### src/rtl/bcd_pkg.sv
// Shared types and constants for the ten's-complement BCD converter.
// Digit 3 of a 4-digit ten's-complement word encodes the sign (0-4 pos, 5-9 neg).
package bcd_pkg;

    typedef enum logic [1:0] {
        IDLE,
        SHIFT,
        FIX
    } state_t;

    localparam int          NDIG        = 4;
    localparam int          TC_MAX_POS  = 4999;
    localparam int          TC_MIN_NEG  = -5000;
    localparam logic [3:0]  NEG_MSD_MIN = 4'd5;

endpackage

### src/rtl/bcd_add3.sv
// Double-dabble digit adjust: a digit of 5 or more gets +3 before the shift.
module bcd_add3 (
    input  logic [3:0] i_d,
    output logic [3:0] o_d
);

    assign o_d = (i_d >= 4'd5) ? i_d + 4'd3 : i_d;

endmodule

### src/rtl/bin_to_tenscomp_bcd.sv
// Signed binary to 4-digit ten's-complement BCD, double-dabble core
// followed by a single nine's-complement-plus-one fix-up cycle.
module bin_to_tenscomp_bcd
    import bcd_pkg::*;
#(
    parameter int W = 16
) (
    input  logic         clk,
    input  logic         clr_n,
    input  logic         start,
    input  logic [W-1:0] din,
    output logic         busy,
    output logic         done,
    output logic [15:0]  dout,
    output logic         ovunflow
);

    localparam int CW = $clog2(W + 1);

    state_t             r_state;
    state_t             w_next;
    logic               r_sign;
    logic               r_err;
    logic [W-1:0]       r_mag;
    logic [15:0]        r_acc;
    logic [CW-1:0]      r_cnt;

    logic               w_accept;
    logic signed [31:0] w_din_s;
    logic [W-1:0]       w_mag;
    logic               w_err;
    logic [15:0]        w_adj;
    logic [15:0]        w_neg;
    logic [15:0]        w_res;

    assign w_din_s = 32'(signed'(din));
    assign w_mag   = din[W-1] ? (~din + W'(1)) : din;
    assign w_err   = (w_din_s > TC_MAX_POS) || (w_din_s < TC_MIN_NEG);

    // FIX edge doubles as an accept edge so throughput is one result per W+1
    assign w_accept = start && (r_state == IDLE || r_state == FIX);
    assign busy     = (r_state != IDLE);

    for (genvar g = 0; g < NDIG; g++) begin : g_adj
        bcd_add3 u_add3 (
            .i_d (r_acc[4*g +: 4]),
            .o_d (w_adj[4*g +: 4])
        );
    end

    always_comb begin
        w_next = r_state;
        unique case (r_state)
            IDLE:    if (start) w_next = SHIFT;
            SHIFT:   if (r_cnt == CW'(1)) w_next = FIX;
            FIX:     w_next = start ? SHIFT : IDLE;
            default: w_next = IDLE;
        endcase
    end

    always_comb begin : fixup
        logic       c;
        logic [4:0] s;
        c     = 1'b1;
        s     = '0;
        w_neg = '0;
        for (int i = 0; i < NDIG; i++) begin
            s = {1'b0, 4'd9 - r_acc[4*i +: 4]} + {4'd0, c};
            if (s == 5'd10) begin
                w_neg[4*i +: 4] = 4'd0;
                c = 1'b1;
            end else begin
                w_neg[4*i +: 4] = s[3:0];
                c = 1'b0;
            end
        end
    end

    always_comb begin
        w_res = r_acc;
        if (r_err) begin
            w_res = '0;
        end else if (r_sign && r_acc != '0) begin
            w_res = w_neg;
        end
    end

    always_ff @(posedge clk or negedge clr_n) begin
        if (!clr_n) begin
            r_state <= IDLE;
        end else begin
            r_state <= w_next;
        end
    end

    always_ff @(posedge clk or negedge clr_n) begin
        if (!clr_n) begin
            r_sign   <= 1'b0;
            r_err    <= 1'b0;
            r_mag    <= '0;
            r_acc    <= '0;
            r_cnt    <= '0;
            done     <= 1'b0;
            dout     <= '0;
            ovunflow <= 1'b0;
        end else begin
            done <= 1'b0;
            if (w_accept) begin
                r_sign <= din[W-1];
                r_mag  <= w_mag;
                r_err  <= w_err;
                r_acc  <= '0;
                r_cnt  <= CW'(W);
            end else if (r_state == SHIFT) begin
                r_acc  <= {w_adj[14:0], r_mag[W-1]};
                r_mag  <= {r_mag[W-2:0], 1'b0};
                r_cnt  <= r_cnt - CW'(1);
            end
            if (r_state == FIX) begin
                if (r_sign && !r_err && r_acc != '0) begin
                    assert (w_neg[15:12] >= NEG_MSD_MIN);
                end
                dout     <= w_res;
                ovunflow <= r_err;
                done     <= 1'b1;
            end
        end
    end

endmodule

### config.mk
export PLATFORM = sky130hd
export DESIGN_NAME = bin_to_tenscomp_bcd
export DESIGN_NICKNAME = d
export VERILOG_FILES = /design/src/rtl/bcd_pkg.sv /design/src/rtl/bcd_add3.sv /design/src/rtl/bin_to_tenscomp_bcd.sv
export SDC_FILE = /design/constraint.sdc
export NUM_CORES = 1
export LEC_CHECK = 0
export ABC_AREA = 0
export ABC_CLOCK_PERIOD_IN_PS = 7070
export CAP_MARGIN = 5
export CORE_MARGIN = 2
export CORE_UTILIZATION = 36
export CTS_CLUSTER_SIZE = 16
export DETAILED_ROUTE_END_ITERATION = 10
export SKIP_CTS_REPAIR_TIMING = 1
export SLEW_MARGIN = 20
export SYNTH_ARGS = -nofsm -noshare
export SYNTH_HDL_FRONTEND = slang
export SYNTH_HIERARCHICAL = 1
export SYNTH_SLANG_ARGS = --single-unit
### constraint.sdc
create_clock -name clk -period 7.07 [get_ports clk]
set_input_delay 0.707 -clock clk [delete_from_list [all_inputs] [get_ports clk]]
set_output_delay 0.707 -clock clk [all_outputs]
set_load 0.01 [all_outputs]
==> flow_summary.json, run 1 <==
{
  "r2r-start": "r_acc[1]",
  "cp_max_fo": 7,
  "crit_family": "simple AND/OR/NAND/NOR gates",
  "crit_path_start": "r_acc[1]",
  "slowest_stage": "dfrtp_1",
  "grt_pass1_vias": 3107,
  "pin_count": 38,
  "crit_cells": 21,
  "tightest_slew_ns": 0.781,
  "drtPass1Iterations": 4,
  "grt_antenna_before_repair": 0,
  "timing_hold_violations_final": 0,
  "p_comb_share_pct": 49.5,
  "grt_max_degree": 60,
  "cts_buffers": 9,
  "p_sw_share_pct": 40.6,
  "cap_violations": 0,
  "drt_iter0_drc": 134,
  "ir_drop_mv": 0.174,
  "grt_pass1_wl_um": 14900,
  "cp_cell_sequence": "inv_1 > ha_1 > xor2_1 > or4_1 > nand2_1 > ha_1 > ha_1 > and2_1 > a21oi_1 > nor4b_1 > ha_1 > ha_1 > and2_1 > a21oi_1 > nor3b_1 > ha_1 > ha_1 > and2_1 > a21oi_1 > o31ai_1 > o21ai_2",
  "cp-start-kind": "flip-flop",
  "setup_viol": 0,
  "numPortBuffers": 37,
  "vias": 3114,
  "finalCritPeriodShare_pct": 68.1,
  "endpoint_kind": "flip-flop",
  "netlist_instances": 413,
  "r2r_slack_ns": 2.25,
  "ctsHtreeMaxLevel": 3,
  "die_w_um": 107,
  "core_um2": 10300,
  "cp_common_cell": "ha_1",
  "critPathRequiredTime_ns": 7.30,
  "avgViaCountPerCell": 5.32,
  "endpoint": "dout[13]",
  "routed_wl_um": 8710,
  "pwr-share-seq_pct": 31.9,
  "final_common_cell": "nand2_1",
  "synth_nets": 459,
  "power.net_switching_mw": 0.832,
  "fin_worst_skew_ns": 0.0104,
  "drive_gt1_share_pct": 9.13,
  "worstRegToRegCells": 21,
  "drv_slew": 0,
  "hpwlAfterDp_um": 6000,
  "place_ws_ns": 2.31,
  "antenna_cells": 0,
  "initial_core_util_pct": 37.1,
  "cts_tree": "done",
  "fmax_mhz": 208,
  "internal_power_mw": 1.22,
  "gr-total-overflow": 0,
  "clock_sinks": 59,
  "grtUsageTotal_pct": 16.3,
  "final_cell_mix": "nand2_1 (60), dfrtp_1 (59), clkdlybuf4s50_1 (36)",
  "drc_errors": 0,
  "synth_area_um2": 3830,
  "relSlewSlack_pct": 47.9,
  "placedCellCount": 569,
  "clkSlewWorstSetupHoldPaths_ns": 0.07,
  "outcome": "finished clean",
  "path_class": "flip-flop to flip-flop",
  "setup_slack_ns": 2.25,
  "worstPathBufferInverterCount": 1,
  "wl_per_cell_um": 14.9,
  "fin_cells": 585,
  "total_power_mw": 2.05,
  "cts_root_buf": "clkbuf_8",
  "avgSynthCellArea_um2": 9.28,
  "hp-class": "flip-flop to flip-flop",
  "ant_nets": 0,
  "cts_max_path_buffers": 2,
  "ys_warn_count": 6,
  "syn2layout_area_growth_pct": 19.0,
  "tns_ns": 0,
  "rsz0062_at_grt": "no",
  "gp_congestion": 0.914,
  "min_period_ns": 4.82,
  "p_leak_nw": 1.99,
  "nNetsFinal": 490,
  "die_area_um2": 11500,
  "whs_ns": 0.480,
  "crit_arrival_ns": 5.05,
  "row_count": 37,
  "r2r-end": "dout[13]",
  "pwr_density_cell_nw_per_um2": 449,
  "clk_latency_ns": 0.34,
  "die_y_um": 107,
  "clkPwrFrac_pct": 18.6,
  "critical_path.max_stage_delay_ns": 0.47
}
## routing by layer
| layer | up-vias | wire (um) | global-route usage [%] |
|---|---|---|---|
| met4 | 0 | 162 | 5.29 |
| li1 | 1538 | - | - |
| met2 | 80 | 3940 | 26.4 |
| met1 | 1478 | 4090 | 20.6 |
| met3 | 18 | 519 | 5.05 |
| met5 | - | 0 | 0 |
## metrics by stage
stage	util (%)	instance area [um2]
after floorplan	-	3830
after global placement	41.7	4310
after detailed placement	41.7	4310
after CTS	44.0	4550
after global routing	44.2	4560
final	44.2	4560
## worst register-to-register path: stages, from the launching register on
cell and delay [ns]:
dfrtp_1 0.47, inv_1 0.12, ha_1 0.35, xor2_1 0.18, or4_1 0.44, nand2_1 0.12
ha_1 0.19, ha_1 0.20, and2_1 0.14, a21oi_1 0.08, nor4b_1 0.37, ha_1 0.25
ha_1 0.21, and2_1 0.14, a21oi_1 0.09, nor3b_1 0.31, ha_1 0.24, ha_1 0.21
and2_1 0.14, a21oi_1 0.08, o31ai_1 0.30, o21ai_2 0.09
## how the worst min path moves through the flow
stage,slack [ns],startpoint,to,cells after the start
5_1_grt,0.50,dout[0],dout[0],2
4_1_cts,0.49,r_mag[0],r_mag[0],2
3_3_place_gp,0.47,r_mag[0],r_mag[0],2
2_1_floorplan,0.41,clr_n,done,0
3_5_place_dp,0.47,dout[0],dout[0],2
6_report,0.48,dout[0],dout[0],2
## final cells by class
class                      count  area (um2)
sequential                    59        1480
timing repair buffer          42         403
inverter                      31         116
clock inverter                 5         100
tap                          136         170
fill                         979        5760
multi-input combinational    301        2150
clock buffer                  11         141
## power by group through the flow
stage | combinational (mW) | sequential, mW | clock, mW
finish | 1.01 | 0.653 | 0.381
global route | 1.14 | 0.679 | 0.406
CTS | 1.01 | 0.652 | 0.389
detailed placement | 1.01 | 0.656 | 0
global placement | 0.974 | 0.653 | 0
floorplan | 0.738 | 0.628 | 0
## state kept, by name, indices dropped and copies added, names as in the netlist
register  count
done          1
ovunflow      1
r_acc        16
r_cnt         5
dout         16
r_state       2
r_sign        1
r_err         1
r_mag        16
No activity file was read; power rests on OpenSTA's default activity.
==> inputs of run 2 (changes only) <==
--- a/config.mk
+++ b/config.mk
@@ -6,7 +6,7 @@
 export NUM_CORES = 1
 export LEC_CHECK = 0
 export ABC_AREA = 0
-export ABC_CLOCK_PERIOD_IN_PS = 7070
+export ABC_CLOCK_PERIOD_IN_PS = 4680
 export CAP_MARGIN = 5
 export CORE_MARGIN = 2
 export CORE_UTILIZATION = 36
==> constraint.sdc (replaced) <==
create_clock -name clk -period 4.68 [get_ports clk]
set_input_delay 0.468 -clock clk [delete_from_list [all_inputs] [get_ports clk]]
set_output_delay 0.468 -clock clk [all_outputs]
set_load 0.01 [all_outputs]
==> run 2 against run 1 <==
Against the previous run: critical path depth did not move; via count rose by 2.5%; final cell count rose by 1.0%; flip-flop and latch count did not move; sequential power rose by 49%; count of clock-buffer cells in the layout fell by 1; largest cell class unchanged; core utilization rose by 0.22 points; fmax rose by 7.7%; highest routed layer unchanged.
==> flow_summary.json, run 2 (synthesis gave the netlist of run 1 again) <==
{
  "outcome": "finished clean",
  "wl_per_cell_um": 15.0,
  "antenna_cells": 0,
  "cts_buffers": 9,
  "cts_root_buf": "clkbuf_8",
  "endpoint_kind": "flip-flop",
  "relSlewSlack_pct": 39.7,
  "internal_power_mw": 1.72,
  "crit_cells": 21,
  "grt_antenna_before_repair": 0,
  "crit_path_start": "r_acc[1]",
  "r2r-end": "dout[15]",
  "r2r_slack_ns": 0.21,
  "drtPass1Iterations": 4,
  "fmax_mhz": 224,
  "initial_core_util_pct": 37.1,
  "largestRegisters": "dout: 16 flops, r_acc: 16 flops, r_mag: 16 flops",
  "wl_met1_um": 4160,
  "ctsHtreeMaxLevel": 3,
  "cp_common_cell": "ha_2",
  "gp_congestion": 0.895,
  "timing_hold_violations_final": 0,
  "slowest_stage": "or4_1",
  "grtUsageTotal_pct": 16.8,
  "tns_ns": 0,
  "drv_slew": 0,
  "drt_iter0_drc": 134,
  "vias": 3191,
  "core_um2": 10300,
  "cp_max_fo": 3,
  "row_count": 37,
  "grt_max_degree": 60,
  "placed_area_um2": 4340,
  "cts_max_path_buffers": 2,
  "final_common_cell": "nand2_1",
  "critPathRequiredTime_ns": 4.90,
  "fin_worst_skew_ns": 0.00619,
  "clk_latency_ns": 0.33,
  "endpoint": "dout[15]",
  "grt_pass1_vias": 3208,
  "pwr-share-seq_pct": 32.4,
  "cap_violations": 0,
  "drc_errors": 0,
  "fin_area_um2": 4580,
  "cp_cell_sequence": "buf_4 > ha_1 > xor2_1 > or4_1 > nand2_1 > ha_2 > ha_4 > and2_1 > a21oi_1 > nor4b_2 > ha_2 > ha_2 > and2_1 > a21oi_1 > nor3b_2 > ha_2 > ha_2 > and2_1 > a21oi_1 > o311ai_1 > o21ai_1",
  "p_comb_share_pct": 55.0,
  "power.net_switching_mw": 1.28,
  "die_w_um": 107,
  "hpwlAfterDp_um": 6060,
  "pin_count": 38,
  "fillCellCount": 1012,
  "wl_met2_um": 4280,
  "final_cell_mix": "nand2_1 (60), dfrtp_1 (58), clkdlybuf4s50_1 (36)",
  "tightest_slew_ns": 0.902,
  "worstPathBufferInverterCount": 1,
  "numPortBuffers": 37,
  "wl_met3_um": 340,
  "ir_drop_mv": 0.255,
  "ant_nets": 0,
  "nNetsFinal": 498,
  "clkSlewWorstSetupHoldPaths_ns": 0.07,
  "gr-total-overflow": 0,
  "avgViaCountPerCell": 5.40,
  "critical_path.max_stage_delay_ns": 0.44,
  "grt_pass1_wl_um": 15500,
  "setup_viol": 0,
  "worstRegToRegCells": 21,
  "die_y_um": 107,
  "finalCritPeriodShare_pct": 95.6,
  "min_period_ns": 4.47,
  "cp-start-kind": "flip-flop",
  "routed_wl_um": 8870,
  "crit_arrival_ns": 4.69,
  "cts_tree": "done",
  "p_leak_nw": 1.97,
  "syn2layout_area_growth_pct": 19.6,
  "path_class": "flip-flop to flip-flop",
  "hp-class": "input port to asynchronous set/reset pin",
  "clkPwrFrac_pct": 12.6,
  "routed.top_layer": "met4",
  "pwr_density_cell_nw_per_um2": 654,
  "crit_family": "simple AND/OR/NAND/NOR gates",
  "clock_sinks": 59,
  "drive_gt1_share_pct": 13.6,
  "die_area_um2": 11500,
  "r2r-start": "r_acc[1]",
  "p_sw_share_pct": 42.7
}
==> run 2: worst min path at each step <==
stage                      endpoint  depth (start not counted)      from  slack, ns
after detailed placement   r_mag[0]                          2  r_mag[0]       0.47
after global routing       dout[11]                          2     clr_n       0.36
after global placement     r_mag[0]                          2  r_mag[0]       0.47
after floorplan                done                          0     clr_n       0.17
after CTS                 r_acc[11]                          2     clr_n       0.32
final                      dout[11]                          2     clr_n       0.28
==> run 2: layer usage <==
layer  vias to the layer above  global-route usage, %
met3                         8                   4.32
met2                        73                   27.9
li1                       1558                      -
met4                         0                   4.64
met5                         -                      0
met1                      1552                   21.7
==> run 2: power by group through the flow <==
| stage | combinational, mW | clock (mW) | sequential, mW |
|---|---|---|---|
| 2_1_floorplan | 1.11 | 0 | 0.949 |
| 3_3_place_gp | 1.51 | 0 | 0.972 |
| 3_5_place_dp | 1.56 | 0 | 0.978 |
| 4_1_cts | 1.57 | 0.392 | 0.970 |
| 5_1_grt | 1.86 | 0.416 | 1.01 |
| 6_report | 1.65 | 0.379 | 0.970 |
==> run 2: through the flow <==
stage / std cells / util (%) / setup slack [ns] / hold slack [ns] / power, mW
3_5_place_dp: 573 / 42.0 / -0.0122 / 0.474 / 2.54
3_3_place_gp: 573 / 42.0 / 0.168 / 0.471 / 2.48
5_1_grt: 591 / 44.4 / -0.0385 / 0.360 / 3.28
2_1_floorplan: 413 / - / 0.412 / 0.172 / 2.06
4_1_cts: 587 / 43.4 / -0.0518 / 0.315 / 2.93
6_report: 591 / 44.4 / 0.206 / 0.284 / 3.00
==> run 2: cell type report <==
class | count | area [um2] | share of cell area (%)
Multi-Input combinational cell | 301 | 2210 | 48.2
Sequential cell | 59 | 1480 | 32.2
Timing Repair Buffer | 50 | 463 | 10.1
Tap cell | 136 | 170 | 3.71
Clock buffer | 10 | 128 | 2.78
Inverter | 31 | 116 | 2.54
Clock inverter | 4 | 20.0 | 0.437
